## config.mk

```make
export PLATFORM = sky130hd
export DESIGN_NAME = mem_access_ctrl
export DESIGN_NICKNAME = d
export VERILOG_FILES = /design/src/rtl/mem_access_ctrl.sv
export SDC_FILE = /design/constraint.sdc
export NUM_CORES = 1
export LEC_CHECK = 0
export ABC_AREA = 1
export CORE_ASPECT_RATIO = 2
export CORE_MARGIN = 8
export CORE_UTILIZATION = 45
export DETAILED_ROUTE_END_ITERATION = 7
export PLACE_DENSITY = 0.89
export SKIP_CTS_REPAIR_TIMING = 1
export SLEW_MARGIN = 20
export SYNTH_ARGS = -nofsm -noshare
export SYNTH_HDL_FRONTEND = slang
export SYNTH_SLANG_ARGS = --single-unit
```

## constraint.sdc

```tcl
create_clock -name clk -period 2.1 [get_ports clk]
set_input_delay 0.42 -clock clk [delete_from_list [all_inputs] [get_ports clk]]
set_output_delay 0.42 -clock clk [all_outputs]
set_load 0.05 [all_outputs]
```

## src/rtl/mem_access_ctrl.sv

```systemverilog
// mem_access_ctrl: multi-cycle data-memory access sequencer for the MIPS MEM stage.
// Takes one load/store at a time, drives a word-wide req/ack memory port,
// selects and extends byte/half load data, replicates store data and builds
// byte enables, and stalls the pipeline until the access completes, faults
// (illegal size or misalignment) or times out after TIMEOUT wait cycles.
// Optional build macro MEM_ACC_STATS_EN adds saturating acc_cnt/err_cnt outputs.
module mem_access_ctrl #(
    parameter int unsigned TIMEOUT = 16
) (
    input  logic        clk,
    input  logic        rst_n,
    input  logic        req_valid,
    output logic        req_ready,
    input  logic        req_we,
    input  logic [1:0]  req_size,
    input  logic        req_signed,
    input  logic [31:0] req_addr,
    input  logic [31:0] req_wdata,
    output logic        resp_valid,
    output logic        resp_err,
    output logic [31:0] resp_rdata,
    output logic        stall,
    output logic        mem_req,
    output logic        mem_we,
    output logic [31:0] mem_addr,
    output logic [3:0]  mem_be,
    output logic [31:0] mem_wdata,
    input  logic        mem_ack,
    input  logic [31:0] mem_rdata
`ifdef MEM_ACC_STATS_EN
    ,
    output logic [15:0] acc_cnt,
    output logic [15:0] err_cnt
`endif
);

    typedef enum logic [1:0] {
        S_IDLE = 2'd0,
        S_WAIT = 2'd1,
        S_RESP = 2'd2
    } state_e;

    localparam logic [16:0] TIMEOUT_L = 17'(TIMEOUT);

    state_e      state_q, state_d;
    logic        mem_req_q, mem_req_d;
    logic        mem_we_q, mem_we_d;
    logic [31:0] mem_addr_q, mem_addr_d;
    logic [3:0]  mem_be_q, mem_be_d;
    logic [31:0] mem_wdata_q, mem_wdata_d;
    logic [1:0]  size_q, size_d;
    logic        signed_q, signed_d;
    logic [1:0]  off_q, off_d;
    logic [15:0] cnt_q, cnt_d;
    logic        resp_err_q, resp_err_d;
    logic [31:0] resp_rdata_q, resp_rdata_d;

    logic [1:0]  req_off;
    logic        req_illegal;
    logic [3:0]  req_be;
    logic [31:0] req_wdata_rep;
    logic [7:0]  lane_b;
    logic [15:0] lane_h;
    logic [31:0] load_data;
    logic        timeout_hit;

    // Decode the incoming request: legality, byte enables, replicated store data
    always_comb begin
        req_off       = req_addr[1:0];
        req_illegal   = 1'b0;
        req_be        = 4'b0000;
        req_wdata_rep = req_wdata;
        case (req_size)
            2'b00: begin
                req_be        = 4'b0001 << req_off;
                req_wdata_rep = {4{req_wdata[7:0]}};
            end
            2'b01: begin
                req_be        = 4'b0011 << req_off;
                req_wdata_rep = {2{req_wdata[15:0]}};
                req_illegal   = req_off[0];
            end
            2'b10: begin
                req_be      = 4'b1111;
                req_illegal = (req_off != 2'b00);
            end
            default: req_illegal = 1'b1;
        endcase
    end

    // Pick the addressed lane out of the returned word and extend it
    always_comb begin
        lane_b = mem_rdata[{off_q, 3'b000} +: 8];
        lane_h = mem_rdata[{off_q[1], 4'b0000} +: 16];
        case (size_q)
            2'b00:   load_data = {{24{lane_b[7] & signed_q}}, lane_b};
            2'b01:   load_data = {{16{lane_h[15] & signed_q}}, lane_h};
            default: load_data = mem_rdata;
        endcase
    end

    assign timeout_hit = ({1'b0, cnt_q} + 17'd1) == TIMEOUT_L;

    // Next-state logic for the IDLE -> WAIT -> RESP access sequence
    always_comb begin
        state_d      = state_q;
        mem_req_d    = mem_req_q;
        mem_we_d     = mem_we_q;
        mem_addr_d   = mem_addr_q;
        mem_be_d     = mem_be_q;
        mem_wdata_d  = mem_wdata_q;
        size_d       = size_q;
        signed_d     = signed_q;
        off_d        = off_q;
        cnt_d        = cnt_q;
        resp_err_d   = resp_err_q;
        resp_rdata_d = resp_rdata_q;
        case (state_q)
            S_IDLE: begin
                if (req_valid) begin
                    size_d   = req_size;
                    signed_d = req_signed;
                    off_d    = req_off;
                    cnt_d    = '0;
                    if (req_illegal) begin
                        state_d      = S_RESP;
                        resp_err_d   = 1'b1;
                        resp_rdata_d = '0;
                    end else begin
                        state_d     = S_WAIT;
                        mem_req_d   = 1'b1;
                        mem_we_d    = req_we;
                        mem_addr_d  = {req_addr[31:2], 2'b00};
                        mem_be_d    = req_be;
                        mem_wdata_d = req_wdata_rep;
                    end
                end
            end
            S_WAIT: begin
                // ack takes priority over a timeout landing in the same cycle
                if (mem_ack) begin
                    state_d      = S_RESP;
                    mem_req_d    = 1'b0;
                    cnt_d        = '0;
                    resp_err_d   = 1'b0;
                    resp_rdata_d = mem_we_q ? '0 : load_data;
                end else if (timeout_hit) begin
                    state_d      = S_RESP;
                    mem_req_d    = 1'b0;
                    cnt_d        = '0;
                    resp_err_d   = 1'b1;
                    resp_rdata_d = '0;
                end else begin
                    cnt_d = cnt_q + 16'd1;
                end
            end
            S_RESP: begin
                state_d = S_IDLE;
            end
            default: begin
                state_d   = S_IDLE;
                mem_req_d = 1'b0;
            end
        endcase
    end

    // State and datapath registers with synchronous active-low reset
    always_ff @(posedge clk) begin
        if (!rst_n) begin
            state_q      <= S_IDLE;
            mem_req_q    <= 1'b0;
            mem_we_q     <= 1'b0;
            mem_addr_q   <= '0;
            mem_be_q     <= '0;
            mem_wdata_q  <= '0;
            size_q       <= '0;
            signed_q     <= 1'b0;
            off_q        <= '0;
            cnt_q        <= '0;
            resp_err_q   <= 1'b0;
            resp_rdata_q <= '0;
        end else begin
            state_q      <= state_d;
            mem_req_q    <= mem_req_d;
            mem_we_q     <= mem_we_d;
            mem_addr_q   <= mem_addr_d;
            mem_be_q     <= mem_be_d;
            mem_wdata_q  <= mem_wdata_d;
            size_q       <= size_d;
            signed_q     <= signed_d;
            off_q        <= off_d;
            cnt_q        <= cnt_d;
            resp_err_q   <= resp_err_d;
            resp_rdata_q <= resp_rdata_d;
        end
    end

    assign req_ready  = rst_n & (state_q == S_IDLE);
    assign stall      = rst_n & (((state_q == S_IDLE) & req_valid) | (state_q == S_WAIT));
    assign resp_valid = (state_q == S_RESP);
    assign resp_err   = resp_err_q;
    assign resp_rdata = resp_rdata_q;
    assign mem_req    = mem_req_q;
    assign mem_we     = mem_we_q;
    assign mem_addr   = mem_addr_q;
    assign mem_be     = mem_be_q;
    assign mem_wdata  = mem_wdata_q;

`ifdef MEM_ACC_STATS_EN
    logic [15:0] acc_cnt_q, err_cnt_q;

    // Saturating response counters, split by error status
    always_ff @(posedge clk) begin
        if (!rst_n) begin
            acc_cnt_q <= '0;
            err_cnt_q <= '0;
        end else if (state_q == S_RESP) begin
            if (resp_err_q) begin
                if (err_cnt_q != '1) err_cnt_q <= err_cnt_q + 16'd1;
            end else begin
                if (acc_cnt_q != '1) acc_cnt_q <= acc_cnt_q + 16'd1;
            end
        end
    end

    assign acc_cnt = acc_cnt_q;
    assign err_cnt = err_cnt_q;
`endif

endmodule
```

Word-level counts from Yosys, hierarchy flattened
Cells that the tools add are included.
- reduce and logical (&&, ||, !) cells: 11
- bitwise operators: 8
- multiplexer cells: 29
- shifts and indexed selects: 4
- add/subtract/negate cells: 2
- eq/ne operators: 10
- operators by type and width (operator ; count):
    32-bit case mux with 2 select lines ; 3
    32-bit two-way mux ; 5
    16-bit two-way mux ; 3
    16-bit case mux with 2 select lines ; 1
    32-bit by 6-bit variable part select with 16-bit output ; 1
    32-bit by 6-bit variable part select with 8-bit output ; 1
    16-bit by 1-bit adder with 17-bit output, second input constant ; 1
    17-bit by 5-bit equality test with 1-bit output, second input constant ; 1
    16-bit by 1-bit adder with 16-bit output, second input constant ; 1
    4-bit case mux with 3 select lines ; 1
    1-bit two-way mux ; 8
    2-bit two-way mux ; 4
    4-bit AND reduction ; 2
    2-bit by 1-bit equality test with 1-bit output, second input constant ; 3
    2-bit zero test ; 3
    2-bit != test, second input constant ; 3
    1-bit case mux with 3 select lines ; 2
    2-bit AND reduction ; 3
    1-bit bitwise AND ; 5
    2-bit equality test, second input constant ; 2
    2-bit case mux with 2 select lines ; 1
    2-bit nonzero test ; 2
    1-bit by 2-bit << shifter with 4-bit output, first input constant ; 1
    2-bit by 2-bit << shifter with 4-bit output, first input constant ; 1
    5 further kinds ; 6
- output and inout port bits: 106
- logic and storage cells: 76
- bits of input ports: 104
- register bits: 124

Logic depth before layout (Yosys ltp)
- word-level depth: 6
- gate-level depth with buffers: 16
- depth with buffers taken out: 15

Worst setup path after synthesis
OpenSTA, ideal clock, no wires.
- kind: flip-flop to output port
- start point: register state_q[1]
- end point: output port stall
- data arrival time: 1766 ps
- slack: -86 ps
- buffers on the path: 1
- data required time: 1680 ps
- cell stages (with the launch flop): 7
- cells stage by stage: dfxtp_1 nor2_1 inv_1 nor2_2 nor2_1 clkbuf_1 nor2_1
- longest elaborated chain between the ends: 4
- elaborated cells between the ends (all ways): 5
- classes of those cells: eq/ne: 1; bitwise: 3; reduce/logical: 1
- RTL lines (element ; line ; text):
    start, declared ; 45 ; state_e state_q, state_d;
    start signal, assigned ; 183 ; state_q <= state_d;
    2-bit zero test ; 199 ; assign stall = rst_n & (((state_q == S_IDLE) & req_valid) | (state_q == S_WAIT));
    1-bit bitwise AND ; 199 ;
    1-bit OR * ; 199 ;
    1-bit bitwise AND * ; 199 ;
    end, declared ; 22 ; output logic stall,
Every way passes the cells marked *; elsewhere a longest branch is shown, timed or not.

Worst setup path in the final report
- start point: register cnt_q[1]
- end point: register resp_rdata_q[26] (netlist: resp_rdata[26])
- longest elaborated chain between the ends: 4
- RTL lines (element ; line ; text):
    start, declared ; 54 ; logic [15:0] cnt_q, cnt_d;
    start signal, assigned ; 192 ; cnt_q <= cnt_d;
    16-bit by 1-bit adder with 17-bit output ; 102 ; assign timeout_hit = ({1'b0, cnt_q} + 17'd1) == TIMEOUT_L;
    17-bit by 5-bit equality test with 1-bit output ; 102 ;
    3-bit != test (no source line) ; n/a ;
    4-bit AND reduction (no source line) ; n/a ;
    end signal, assigned ; 194 ; resp_rdata_q <= resp_rdata_d;
    end, declared ; 56 ; logic [31:0] resp_rdata_q, resp_rdata_d;
No other way between the ends.
A chain may end at the register's enable or synchronous reset.

==> impl_results.md <==
* Outcome: finished, violations left
* Violated checks: negative setup slack
* Unrepaired setup endpoints after global routing: true
* Vias at 6,745
* Ratio of total power to cell area at 796 nW/um2
* Cell Int Power at 4.97 mW
* Post-synth EDFFs at 0
* Horizontal die dimension at 96.4 um
* Input/output buffers at 207
* FF-to-FF setup slack at -0.13 ns
* Number of buffers added by the clock tree synthesis step at 17
* Starting DRC count in detailed routing at 536
* Die H at 177 um
* Switching power share of the total at 31.5%
* Wire length on met3 at 2.62 mm
* Core area at 12,800 um2
* Number of standard cells after synthesis at 815
* Required time of the critical path at 2.38 ns
* Average cell area after synthesis at 7.14 um2
* Area fraction of the dominant cell type after synthesis at 42.6%
* Maximum Capacitance Violations at 0
* Proportion of synthesized chip area in sequential cells at 42.6%
* Total global routing overflow at 0
* Count of warnings emitted by yosys at 0
* Primary FF master, synth: sky130_fd_sc_hd__dfxtp_1
* Total Wirelength at 22.1 mm
* Clock power frac at 41.6%
* Number of H-tree branching levels at 4
* Fraction of final layout cells sized beyond drive strength 1 at 16.3%
* Routed wl met2 at 10.9 mm
* Xor/xnor cell area share of the yosys netlist at 0.602%
* Top cells by count, synth: sky130_fd_sc_hd__nand2_1 (196), sky130_fd_sc_hd__dfxtp_1 (124), sky130_fd_sc_hd__a21oi_1 (98), sky130_fd_sc_hd__nor2_1 (74), sky130_fd_sc_hd__o21ai_0 (66)
* Final routed DRC violation total at 0
* Global router's overall resource usage at 24.1%
* Critical path capture point type: flop
* TritonRoute pass-1 iters at 5
* Die Area at 17,100 um2
* Shortest clock period the worst path allows after layout at 2.23 ns
* Slew @ Worst Pin at 0.690 ns
* Synth Area in Compound Gates at 20.2%
* Multiplexer fraction of the synthesized cell area at 1.20%
* Number of hold violations in the final report at 0
* Final RePlAce weighted congestion at 0.905
* Worst slack at placement at -0.186 ns
* DPL Wire Length at 14.8 mm
* Antenna cells at 0
* Highest metal layer with signal wires: met4
* Top post-synthesis cells by area: sky130_fd_sc_hd__dfxtp_1 (43%), sky130_fd_sc_hd__nand2_1 (13%), sky130_fd_sc_hd__a21oi_1 (8.4%), sky130_fd_sc_hd__o21ai_0 (5.7%), sky130_fd_sc_hd__nor2_1 (4.8%)
* Max-slew violation total from the final report at 0
* Worst slack on hold paths at 0.460 ns
* Achievable clock frequency at 448 MHz
* Worst-skew pair later-pin latency at 0.42 ns
* Global-route wire length before repair at 32.5 mm
* Distinct cell type count after synthesis at 34
* Clock Root Buffer: sky130_fd_sc_hd__clkbuf_16
* Count of nets after finishing at 1,138
* Starting density of the core at 45.3%
* Total net switching power at 2.28 mW
* Number of top-level pins at 210
* Critical Path AT at 2.51 ns
* Clock transition at path regs at 0.06 ns
* Sort of element at the start of the critical path: flop
* Pin count of the biggest net entering global routing at 81
* Synth Area in Adders at 0.215%
* Area share of and/or/nand/nor cells after synthesis at 28.2%
* # clock sinks at 124
* Deepest clock path buffer count at 2
* Layout overhead on the synthesized area at 56.5%
* Total of flip-flops plus latches after synthesis at 124
* Sequential group share of total power at 35.2%
* Final setup viols at 34
* Relative slew slack at 54.0%
* Final clock period utilization by the worst path at 106%
* TritonCTS clock tree: built
* Combinational power share at 23.2%
* Dominant cell by count in the synthesized netlist: sky130_fd_sc_hd__nand2_1
* Start-to-end type of the worst setup path: flop to flop
* Number of antenna violations at the first check in global routing at 0
* Via count of the first global-routing pass at 6,639
* Final Worst Setup Slack at -0.134 ns
* Drt via density at 5.63
* Top cell type by total area after synthesis: sky130_fd_sc_hd__dfxtp_1
* Worst Skew at 0.0107 ns
* Max rail drop VDD at 0.767 mV
* Number of cell rows at 59
* Synthesized area at 5820 um2
* Routed length per placed instance at 18.5 um
* Largest family of logic cells by synthesized area: simple AND/OR/NAND/NOR gates
* Remaining antenna violation count at 0
* Reported leakage power at 3.49 nW
* Worst min-delay path class: flop to flop
* Met1 routed wirelength after detailed routing at 8.05 mm
* Async set-reset flop share out of synthesis at 0%
* Crit Path Max Fanout at 8
[cell families after synthesis]
kind of cell,after synthesis
simple gates,377
compound gates,209
flops,124
buf+inv,92
mux,7
xor+xnor,4
fa+ha+maj,1
other cells,1
[metal layers]
metal | up-vias | global-route usage (%)
li1 | 3152 | -
met1 | 3162 | 26.1
met2 | 378 | 39.5
met3 | 53 | 11.1
met4 | 0 | 9.22
met5 | - | 0
[stage by stage]
stage | util [%] | setup TNS, ns | cells | power [mW] | area [um2]
floorplan | - | 0 | 816 | 3.51 | 5830
global placement | 63.9 | -3.80 | 1158 | 4.14 | 8200
detailed placement | 63.9 | -11.68 | 1158 | 4.17 | 8200
CTS | 68.6 | -0.00574 | 1190 | 7.19 | 8810
global route | 70.9 | -6.40 | 1198 | 7.49 | 9110
finish | 70.9 | -2.99 | 1198 | 7.25 | 9110
[final timing paths]
kind	startpoint	to	cells after the start
worst min-delay path	mem_addr[7]	mem_addr[7]	2
worst max register to register	cnt_q[1]	resp_rdata[26]	15
worst min register to register	mem_addr[7]	mem_addr[7]	2
worst max-delay path	cnt_q[1]	resp_rdata[26]	15
[worst max-delay path, cell delays in order, from the launching register on]
cell and delay [ns]:
sky130_fd_sc_hd__dfxtp_4 0.37, sky130_fd_sc_hd__ha_4 0.17, sky130_fd_sc_hd__nand3_2 0.13, sky130_fd_sc_hd__nand2_1 0.11, sky130_fd_sc_hd__nand2_1 0.09, sky130_fd_sc_hd__nor2_1 0.12, sky130_fd_sc_hd__nand2_1 0.07, sky130_fd_sc_hd__nor2_1 0.10
sky130_fd_sc_hd__nand2_1 0.07, sky130_fd_sc_hd__nor2_1 0.10, sky130_fd_sc_hd__nand2_1 0.11, sky130_fd_sc_hd__nand2_2 0.11, sky130_fd_sc_hd__nand3_4 0.18, sky130_fd_sc_hd__clkbuf_16 0.24, sky130_fd_sc_hd__nand2_2 0.06, sky130_fd_sc_hd__a21oi_2 0.06
[layout by cell type, fill, tap and decap left out, types with 3 or more instances in the layout]
master,instances
sky130_fd_sc_hd__inv_2,4
sky130_fd_sc_hd__dfxtp_1,116
sky130_fd_sc_hd__nor2_4,7
sky130_fd_sc_hd__a31oi_1,9
sky130_fd_sc_hd__nor2_2,8
sky130_fd_sc_hd__a21oi_1,96
sky130_fd_sc_hd__clkinv_4,4
sky130_fd_sc_hd__nand2_1,180
sky130_fd_sc_hd__clkbuf_16,20
sky130_fd_sc_hd__xor2_1,3
sky130_fd_sc_hd__nor2_1,69
sky130_fd_sc_hd__nor3_1,3
sky130_fd_sc_hd__inv_1,37
sky130_fd_sc_hd__nand4_1,14
sky130_fd_sc_hd__nand3_2,4
sky130_fd_sc_hd__buf_12,9
sky130_fd_sc_hd__nand3_1,51
sky130_fd_sc_hd__inv_6,4
sky130_fd_sc_hd__nand2_4,11
sky130_fd_sc_hd__o211ai_1,15
sky130_fd_sc_hd__buf_4,31
sky130_fd_sc_hd__a21oi_2,18
sky130_fd_sc_hd__dfxtp_2,7
sky130_fd_sc_hd__buf_6,4
sky130_fd_sc_hd__o21ai_0,66
sky130_fd_sc_hd__nand2_2,28
sky130_fd_sc_hd__mux2i_1,7
sky130_fd_sc_hd__clkdlybuf4s50_1,201
[sequential cells by signal, indices dropped and copies added (netlist names)]
name / flops
mem_req: 1
state_q: 2
size_q: 2
mem_wdata: 32
cnt_q: 16
resp_err: 1
mem_we: 1
mem_addr: 30
mem_be: 4
off_q: 2
resp_rdata: 32
signed_q: 1
[power groups by stage]
| stage | logic [mW] | registers, mW | clock network, mW |
|---|---|---|---|
| 2_1_floorplan | 0.565 | 2.94 | 0 |
| 3_3_place_gp | 1.55 | 2.59 | 0 |
| 3_5_place_dp | 1.57 | 2.60 | 0 |
| 4_1_cts | 1.59 | 2.55 | 3.05 |
| 5_1_grt | 1.78 | 2.57 | 3.14 |
| 6_report | 1.68 | 2.56 | 3.01 |
[layout make-up]
cell class / count / area, um2
Clock buffer: 19 / 453
Clock inverter: 13 / 156
Fill cell: 934 / 3730
Inverter: 41 / 154
Multi-Input combinational cell: 600 / 3110
Sequential cell: 124 / 2490
Tap cell: 152 / 190
Timing Repair Buffer: 249 / 2560
(Power assumes the default switching activity.)
